### src/rtl/mesi_isc_broad_snoop_cntl.sv
// Broadcast FIFO consumer: pops one request, snoops every non-originating CPU,
// then grants the originator. Optional ack watchdog: MESI_ISC_BROAD_TIMEOUT_EN.
module mesi_isc_broad_snoop_cntl #(
  parameter int ADDR_WIDTH       = 32,
  parameter int BROAD_TYPE_WIDTH = 2,
  parameter int BROAD_ID_WIDTH   = 7,
  parameter int CBUS_CMD_WIDTH   = 3,
  parameter int TIMEOUT_CYCLES   = 1024
) (
  input  logic                        clk,
  input  logic                        rst,
  input  logic                        broad_fifo_empty_i,
  input  logic [ADDR_WIDTH-1:0]       broad_addr_i,
  input  logic [BROAD_TYPE_WIDTH-1:0] broad_type_i,
  input  logic [1:0]                  broad_cpu_id_i,
  input  logic [BROAD_ID_WIDTH-1:0]   broad_id_i,
  output logic                        broad_fifo_rd_o,
  output logic [ADDR_WIDTH-1:0]       cbus_addr_o,
  output logic [4*CBUS_CMD_WIDTH-1:0] cbus_cmd_array_o,
  input  logic [3:0]                  cbus_ack_array_i,
  output logic [BROAD_ID_WIDTH-1:0]   broad_id_o,
  output logic                        busy_o,
  output logic                        timeout_err_o
);
  localparam int NUM_CPU = 4;
  localparam logic [BROAD_TYPE_WIDTH-1:0] BT_NOP = BROAD_TYPE_WIDTH'(0);
  localparam logic [BROAD_TYPE_WIDTH-1:0] BT_WR  = BROAD_TYPE_WIDTH'(1);
  localparam logic [CBUS_CMD_WIDTH-1:0] C_NOP      = CBUS_CMD_WIDTH'(0);
  localparam logic [CBUS_CMD_WIDTH-1:0] C_WR_SNOOP = CBUS_CMD_WIDTH'(1);
  localparam logic [CBUS_CMD_WIDTH-1:0] C_RD_SNOOP = CBUS_CMD_WIDTH'(2);
  localparam logic [CBUS_CMD_WIDTH-1:0] C_EN_WR    = CBUS_CMD_WIDTH'(3);
  localparam logic [CBUS_CMD_WIDTH-1:0] C_EN_RD    = CBUS_CMD_WIDTH'(4);

  typedef enum logic [1:0] {S_IDLE, S_SNOOP, S_ENABLE} state_t;

  state_t                                  r_state, w_state_n;
  logic [NUM_CPU-1:0][CBUS_CMD_WIDTH-1:0]  r_cmd, w_cmd_n;
  logic [NUM_CPU-1:0]                      r_done, w_done_n, w_ack_acc;
  logic [1:0]                              r_cpu;
  logic                                    r_wr;
  logic [ADDR_WIDTH-1:0]                   r_addr;
  logic [BROAD_ID_WIDTH-1:0]               r_id;
  logic                                    r_busy;
  logic                                    w_pop, w_start;
  logic [CBUS_CMD_WIDTH-1:0]               w_snoop_cmd;

  // An ack only counts while that CPU is being driven a real command.
  for (genvar g = 0; g < NUM_CPU; g++) begin : g_ack
    assign w_ack_acc[g] = cbus_ack_array_i[g] && (r_cmd[g] != C_NOP);
  end

  // Pop is decoded from the state register so a NOP entry costs one cycle.
  assign w_pop       = (r_state == S_IDLE) && !broad_fifo_empty_i && !rst;
  assign w_start     = w_pop && (broad_type_i != BT_NOP);
  assign w_snoop_cmd = (broad_type_i == BT_WR) ? C_WR_SNOOP : C_RD_SNOOP;

  always_comb begin
    w_state_n = r_state;
    w_cmd_n   = r_cmd;
    w_done_n  = r_done;
    case (r_state)
      S_IDLE: begin
        if (w_start) begin
          w_state_n = S_SNOOP;
          // Originator is pre-marked done so it never sees a snoop.
          w_done_n                 = '0;
          w_done_n[broad_cpu_id_i] = 1'b1;
          for (int i = 0; i < NUM_CPU; i++)
            w_cmd_n[i] = (broad_cpu_id_i == 2'(i)) ? C_NOP : w_snoop_cmd;
        end
      end
      S_SNOOP: begin
        w_done_n = r_done | w_ack_acc;
        if (&w_done_n) begin
          w_state_n = S_ENABLE;
          for (int i = 0; i < NUM_CPU; i++)
            w_cmd_n[i] = (r_cpu == 2'(i)) ? (r_wr ? C_EN_WR : C_EN_RD) : C_NOP;
        end else begin
          for (int i = 0; i < NUM_CPU; i++)
            if (w_done_n[i]) w_cmd_n[i] = C_NOP;
        end
      end
      S_ENABLE: begin
        if (w_ack_acc[r_cpu]) begin
          w_state_n = S_IDLE;
          w_cmd_n   = '0;
          w_done_n  = '0;
        end
      end
      default: begin
        w_state_n = S_IDLE;
        w_cmd_n   = '0;
        w_done_n  = '0;
      end
    endcase
  end

  always_ff @(posedge clk) begin
    if (rst) begin
      r_state <= S_IDLE;
      r_cmd   <= '0;
      r_done  <= '0;
      r_cpu   <= '0;
      r_wr    <= 1'b0;
      r_addr  <= '0;
      r_id    <= '0;
      r_busy  <= 1'b0;
    end else begin
      r_state <= w_state_n;
      r_cmd   <= w_cmd_n;
      r_done  <= w_done_n;
      r_busy  <= (w_state_n != S_IDLE);
      if (w_start) begin
        r_cpu  <= broad_cpu_id_i;
        r_wr   <= (broad_type_i == BT_WR);
        r_addr <= broad_addr_i;
        r_id   <= broad_id_i;
      end
    end
  end

`ifdef MESI_ISC_BROAD_TIMEOUT_EN
  logic [15:0] r_cnt, w_cnt_n;
  logic        r_tmo;

  // Counts cycles in service since the last accepted ack; saturates.
  always_comb begin
    w_cnt_n = r_cnt;
    if (w_start || (|w_ack_acc) || (r_state == S_IDLE)) w_cnt_n = '0;
    else if (r_cnt != '1)                                w_cnt_n = r_cnt + 16'd1;
  end

  always_ff @(posedge clk) begin
    if (rst) begin
      r_cnt <= '0;
      r_tmo <= 1'b0;
    end else begin
      r_cnt <= w_cnt_n;
      if ((r_state != S_IDLE) && (w_cnt_n == 16'(TIMEOUT_CYCLES))) r_tmo <= 1'b1;
    end
  end

  assign timeout_err_o = r_tmo;
`else
  logic w_unused_tmo;
  assign w_unused_tmo  = |32'(TIMEOUT_CYCLES);
  assign timeout_err_o = 1'b0;
`endif

  assign broad_fifo_rd_o  = w_pop;
  assign cbus_addr_o      = r_addr;
  assign cbus_cmd_array_o = r_cmd;
  assign broad_id_o       = r_id;
  assign busy_o           = r_busy;

endmodule

### config.mk
export PLATFORM = sky130hd
export DESIGN_NAME = mesi_isc_broad_snoop_cntl
export DESIGN_NICKNAME = d
export VERILOG_FILES = /design/src/rtl/mesi_isc_broad_snoop_cntl.sv
export SDC_FILE = /design/constraint.sdc
export NUM_CORES = 1
export LEC_CHECK = 0
export ABC_AREA = 0
export BUFFER_PORTS_ARGS = -buffer_cell sky130_fd_sc_hd__clkbuf_2
export CAP_MARGIN = 20
export CORE_MARGIN = 5
export CORE_UTILIZATION = 48
export DETAILED_ROUTE_END_ITERATION = 16
export PLACE_DENSITY = 0.8
export SLEW_MARGIN = 5
export SYNTH_ARGS = -nofsm -noshare
export SYNTH_HDL_FRONTEND = slang
export SYNTH_SLANG_ARGS = --single-unit
### constraint.sdc
create_clock -name clk -period 2.03 [get_ports clk]
set_input_delay 0.1015 -clock clk [delete_from_list [all_inputs] [get_ports clk]]
set_output_delay 0.1015 -clock clk [all_outputs]
set_load 0.05 [all_outputs]
Yosys cells after proc, flatten, opt, wreduce, memory -nomap -nowiden
Cells that the tools add are included.
Storage, ports and cells
  input bits: 50
  output and inout bits: 54
  bits in registers: 61
  logic and storage cells: 84
Cells by class
  bitwise logic cells: 1
  equality and inequality tests: 15
  order comparisons: 3
  reduce and logical (&&, ||, !) cells: 25
  mux-type cells: 29
Operator list (count)
  2-to-1 mux 12 bit: 3
  one-hot mux 12 bit (3 select lines): 1
  2-to-1 mux 3 bit: 9
  2-to-1 mux 2 bit: 8
  inequality test 3 bit (second input constant): 4
  one-hot mux 4 bit (3 select lines): 1
  AND reduction 3 bit: 4
  nonzero test 3 bit: 4
  equality test 2 bit (second input constant): 5
  equality test 2 x 1 -> 1 bit (second input constant): 4
  logical AND 1 bit: 8
  2-to-1 mux 4 bit: 2
  zero test 2 bit: 3
  < comparator 2 x 3 -> 1 bit (second input constant): 2
  one-hot mux 2 bit (3 select lines): 1
  inequality test 2 bit (second input constant): 2
  bitwise OR 4 bit: 1
  AND reduction 4 bit: 1
  nonzero test 2 bit: 2
  binary-select mux 1 bit (select 2 bit): 1
  demux 1 bit (select 2 bit): 1
  greater-or-equal comparator 2 x 1 -> 1 bit (second input constant): 1
  zero test 1 bit: 2
  2-to-1 mux 1 bit: 2
  AND reduction 2 bit: 1

Logic depth before layout (Yosys ltp)
  word-level depth: 7
  depth in mapped cells: 7
  mapped depth without buffers: 5

Least setup slack after synthesis
OpenSTA, ideal clock, no wires.
  path kind: register to output
  start: register r_state[0]
  end: output port broad_fifo_rd_o
  arrival: 2.079 ns
  cell stages (with the launch flop): 3
  slack: -0.150 ns
  data required time: 1.929 ns
  buffers on the path: 1
  cells stage by stage: dfxtp_1 > buf_2 > nor4_1
Between the ends
  word-level cells in the longest chain between the ends: 3
Ends and longest elaborated chain
  start: declaration: RTL line 36  | state_t r_state, w_state_n;
  start signal: assignment: RTL line 109  | r_state <= w_state_n;
  zero test 2 bit: RTL line 53  | assign w_pop = (r_state == S_IDLE) && !broad_fifo_empty_i && !rst;
  logical AND 1 bit (2 in series): RTL line 53
  end: declaration: RTL line 17  | output logic broad_fifo_rd_o,
Every way passes these cells.

Worst setup path after layout
  start: register r_cmd (netlist bit cbus_cmd_array_o[3])
  end: register r_cmd (netlist bit cbus_cmd_array_o[3])
Between the ends
  word-level cells in the longest chain between the ends: 6
  elaborated cells between the ends (all ways): 11
  classes of those cells: eq/ne (2); mux (4); bitwise (1); reduce/logical (4)
Ends and longest elaborated chain
  start: declaration: RTL line 37  | logic [NUM_CPU-1:0][CBUS_CMD_WIDTH-1:0] r_cmd, w_cmd_n;
  start signal: assignment: RTL line 110  | r_cmd <= w_cmd_n;
  nonzero test 3 bit (*): RTL line 49  | assign w_ack_acc[g] = cbus_ack_array_i[g] && (r_cmd[g] != C_NOP);
  logical AND 1 bit (*): RTL line 49
  binary-select mux 1 bit (select 2 bit) or bitwise OR 4 bit (tied branches): RTL line 84, 73
  2-to-1 mux 1 bit (implied by the code) or AND reduction 4 bit (tied branches): RTL line 84, 74
  inequality test 2 bit (no source line) (tied with other cells)
  AND reduction 3 bit (no source line) or one-hot mux 12 bit (3 select lines) (tied branches)
Every way passes the cells marked *; elsewhere a longest branch is shown, timed or not. The select of a mux whose other input is x is not followed.
A chain may end at the register's enable or synchronous reset.

==> reports/metrics.cfg <==
[status]
status = complete, no violations

[sta]
maxSlewViolCount = 0
clock.fmax_ghz = 0.5625
tightest_slew_ns = 0.5958
maxSlewHeadroom_pct = 59.86
finalHoldViolCount = 0
fin_crit_ns = 1.778
holdWs_ns = 0.1245
finalSetupViolations = 0
rsz0062_at_grt = no
tns_ns = 0
period_share_pct = 87.58
skew_ns = 0.005333

[global_routing]
grt_pass1_vias = 2815
grt_max_degree = 42
grtUsageTotal_pct = 23.76
grt_first_pass_wirelength_um = 13550
antenna_found_initial = 0
grt-ovfl-total = 0

[final_layout]
final_cell_mix = 102 x clkbuf_2, 99 x nand2_1, 61 x dfxtp_1
areaGrowthSynthToFinish_pct = 45.64
final_nets = 511
drive_gt1_share_pct = 29.18
n_antenna_cell = 0
fillers = 403
layout_commonest_cell = clkbuf_2

[detailed_routing]
drc = 0
detail_route.first_pass.iterations = 4
routed_wl_um = 8053
drtIter0Drc = 224
routedWlPerCell_um = 15.02
ant_nets = 0
num_vias = 2770
via_per_inst = 5.168

[yosys]
netlist_instances = 319
synthFlopType = dfxtp_1
ys_types = 43
syn_area_per_cell_um2 = 8.045
synth-edff-count = 0
yosysSeqAreaShare_pct = 47.59
synth_warnings = 0
async_flop_share_pct = 0
ys_ff_latch = 61
syn-cell-area_um2 = 2566
synth_nets = 369

[worst_setup_path]
reg2reg_depth = 5
cpMaxStageDelayCell = o31ai_1
endpoint_kind = register
critical_path_class = register to register
path_buf_inv = 0
worstPathCellList = o31ai_1, o221ai_1, or2_1, a31oi_2, o2bb2ai_1
cp-startpoint = cbus_cmd_array_o[3]$_SDFFE_PP0P_
reg2reg_to = cbus_cmd_array_o[3]$_SDFFE_PP0P_
cp_max_fo = 6
r2r-start = cbus_cmd_array_o[3]$_SDFFE_PP0P_
cpPeakStageDelay_ns = 0.41
start_kind = register
cp_top_family = compound AO/OA/AOI/OAI gates
reg2reg_slack_ns = 0.25
cp.required_ns = 2.30
critical_path_depth = 5
endpoint = cbus_cmd_array_o[3]$_SDFFE_PP0P_
crit_arrival_ns = 2.05

[pwr]
p_per_area_nw_per_um2 = 783.9
p_leak_nw = 1.607
vdd_drop_max_uv = 680.9

[placed_design]
portBuffers = 102
gp_congestion = 0.8764
dp_hpwl_um = 4980

[clock_tree]
cts_buffers = 9
postCtsSetupRepairBufs = 0
clk_pin_slew_worst_paths_ns = 0.07
htree_levels = 3
cts.sinks = 61
clkLatencyLatePin_ns = 0.34
cts_tree = built
cts_buffer_depth = 2
cts_root_buf = clkbuf_8

[floorplanning]
fp-row-count = 26
dieArea_um2 = 6909
core_area_um2 = 5140
start_util_pct = 49.93
fp.dieH_um = 83.12
ios = 104
die_w_um = 83.12

[flow_run]
max-cap-violations = 0

[min_path]
hp-class = input port to register
min-delay-start = broad_type_i[0]

## metrics by stage
step	area [µm²]	setup WS (ns)	total power, mW	std cells	utilization (%)
2_1_floorplan	2572	0.1645	1.654	319	-
3_3_place_gp	3144	0.3174	1.799	480	61.17
3_5_place_dp	3144	0.2698	1.807	480	61.17
4_1_cts	3737	0.2545	2.923	536	72.71
5_1_grt	3737	0.06756	3.046	536	72.71
6_report	3737	0.2522	2.930	536	72.71
## cell usage after synthesis, types with 2 or more instances
| library cell | number | area share (%) |
|---|---|---|
| mux2i_1 | 2 | 0.78 |
| o2bb2ai_1 | 8 | 2.7 |
| clkbuf_1 | 11 | 1.6 |
| nor3_1 | 2 | 0.39 |
| a22o_1 | 4 | 1.4 |
| nand2b_1 | 3 | 0.73 |
| a31oi_2 | 3 | 1.5 |
| a21oi_1 | 59 | 12 |
| nand2_1 | 99 | 14 |
| or3_1 | 4 | 0.97 |
| and3_1 | 3 | 0.73 |
| dfxtp_1 | 61 | 48 |
| buf_2 | 6 | 1.2 |
| nor2_1 | 14 | 2.0 |
| o31a_1 | 3 | 1.0 |
| nand3b_1 | 2 | 0.58 |
| o21ai_0 | 3 | 0.58 |
| nor4_1 | 2 | 0.49 |
| nor2b_1 | 6 | 1.5 |
## worst min path at each step
| stage | slack [ns] | cells after the start | end |
|---|---|---|---|
| global route | 0.13 | 3 | r_cpu[1]$_SDFFE_PP0P_ |
| detailed placement | 0.33 | 3 | cbus_addr_o[15]$_SDFFE_PP0P_ |
| CTS | 0.1 | 3 | r_wr$_SDFFE_PP0P_ |
| finish | 0.12 | 3 | r_wr$_SDFFE_PP0P_ |
| floorplan | 0.20 | 1 | r_wr$_SDFFE_PP0P_ |
| global placement | 0.32 | 3 | cbus_addr_o[2]$_SDFFE_PP0P_ |
## state kept, by name, summed over array words and instances (netlist names)
name and cells:
cbus_addr_o 32, cbus_cmd_array_o 12, broad_id_o 7, r_done 4, r_cpu 2, r_state 2
busy_o 1, r_wr 1
## per-layer routing
metal | track usage [%] | vias up | part of all wire [%]
li1 | - | 1369 | -
met1 | 26.82 | 1267 | 40
met2 | 40.74 | 119 | 50
met3 | 8.020 | 15 | 8.4
met4 | 9.955 | 0 | 1.8
met5 | 0 | - | 0
## report_power, final
group | switching [mW] | internal (mW) | total, mW
registers | 0.0367 | 1.25 | 1.29
clock network | 0.480 | 0.597 | 1.08
logic | 0.368 | 0.199 | 0.566
## cell type report
type / count / area [µm²] / share of cell area [%]
inverter: 1 / 3.754 / 0.1004
clock inverter: 4 / 47.55 / 1.272
sequential: 61 / 1221 / 32.67
tap: 70 / 87.58 / 2.343
multi-input combinational: 236 / 1246 / 33.34
timing repair buffer: 152 / 985.9 / 26.38
clock buffer: 12 / 145.1 / 3.883
## logic make-up after synthesis
group,share of synthesized area [%]
other cells,0.1461
compound gates,22.53
buf+inv,4.096
flops,47.59
mux,1.219
simple gates,24.43
## worst register-to-register path: stages (launching register included)
cell       delay, ns
dfxtp_1         0.33
o31ai_1         0.41
o221ai_1        0.20
or2_1           0.37
a31oi_2         0.25
o2bb2ai_1       0.14
## timing repair
item,4_1_cts,5_1_grt
gates resized for setup,0,0
hold buffers,40,0
endpoints found under the hold margin,40,0
Note: power is estimated with default switching activity, not from simulation.
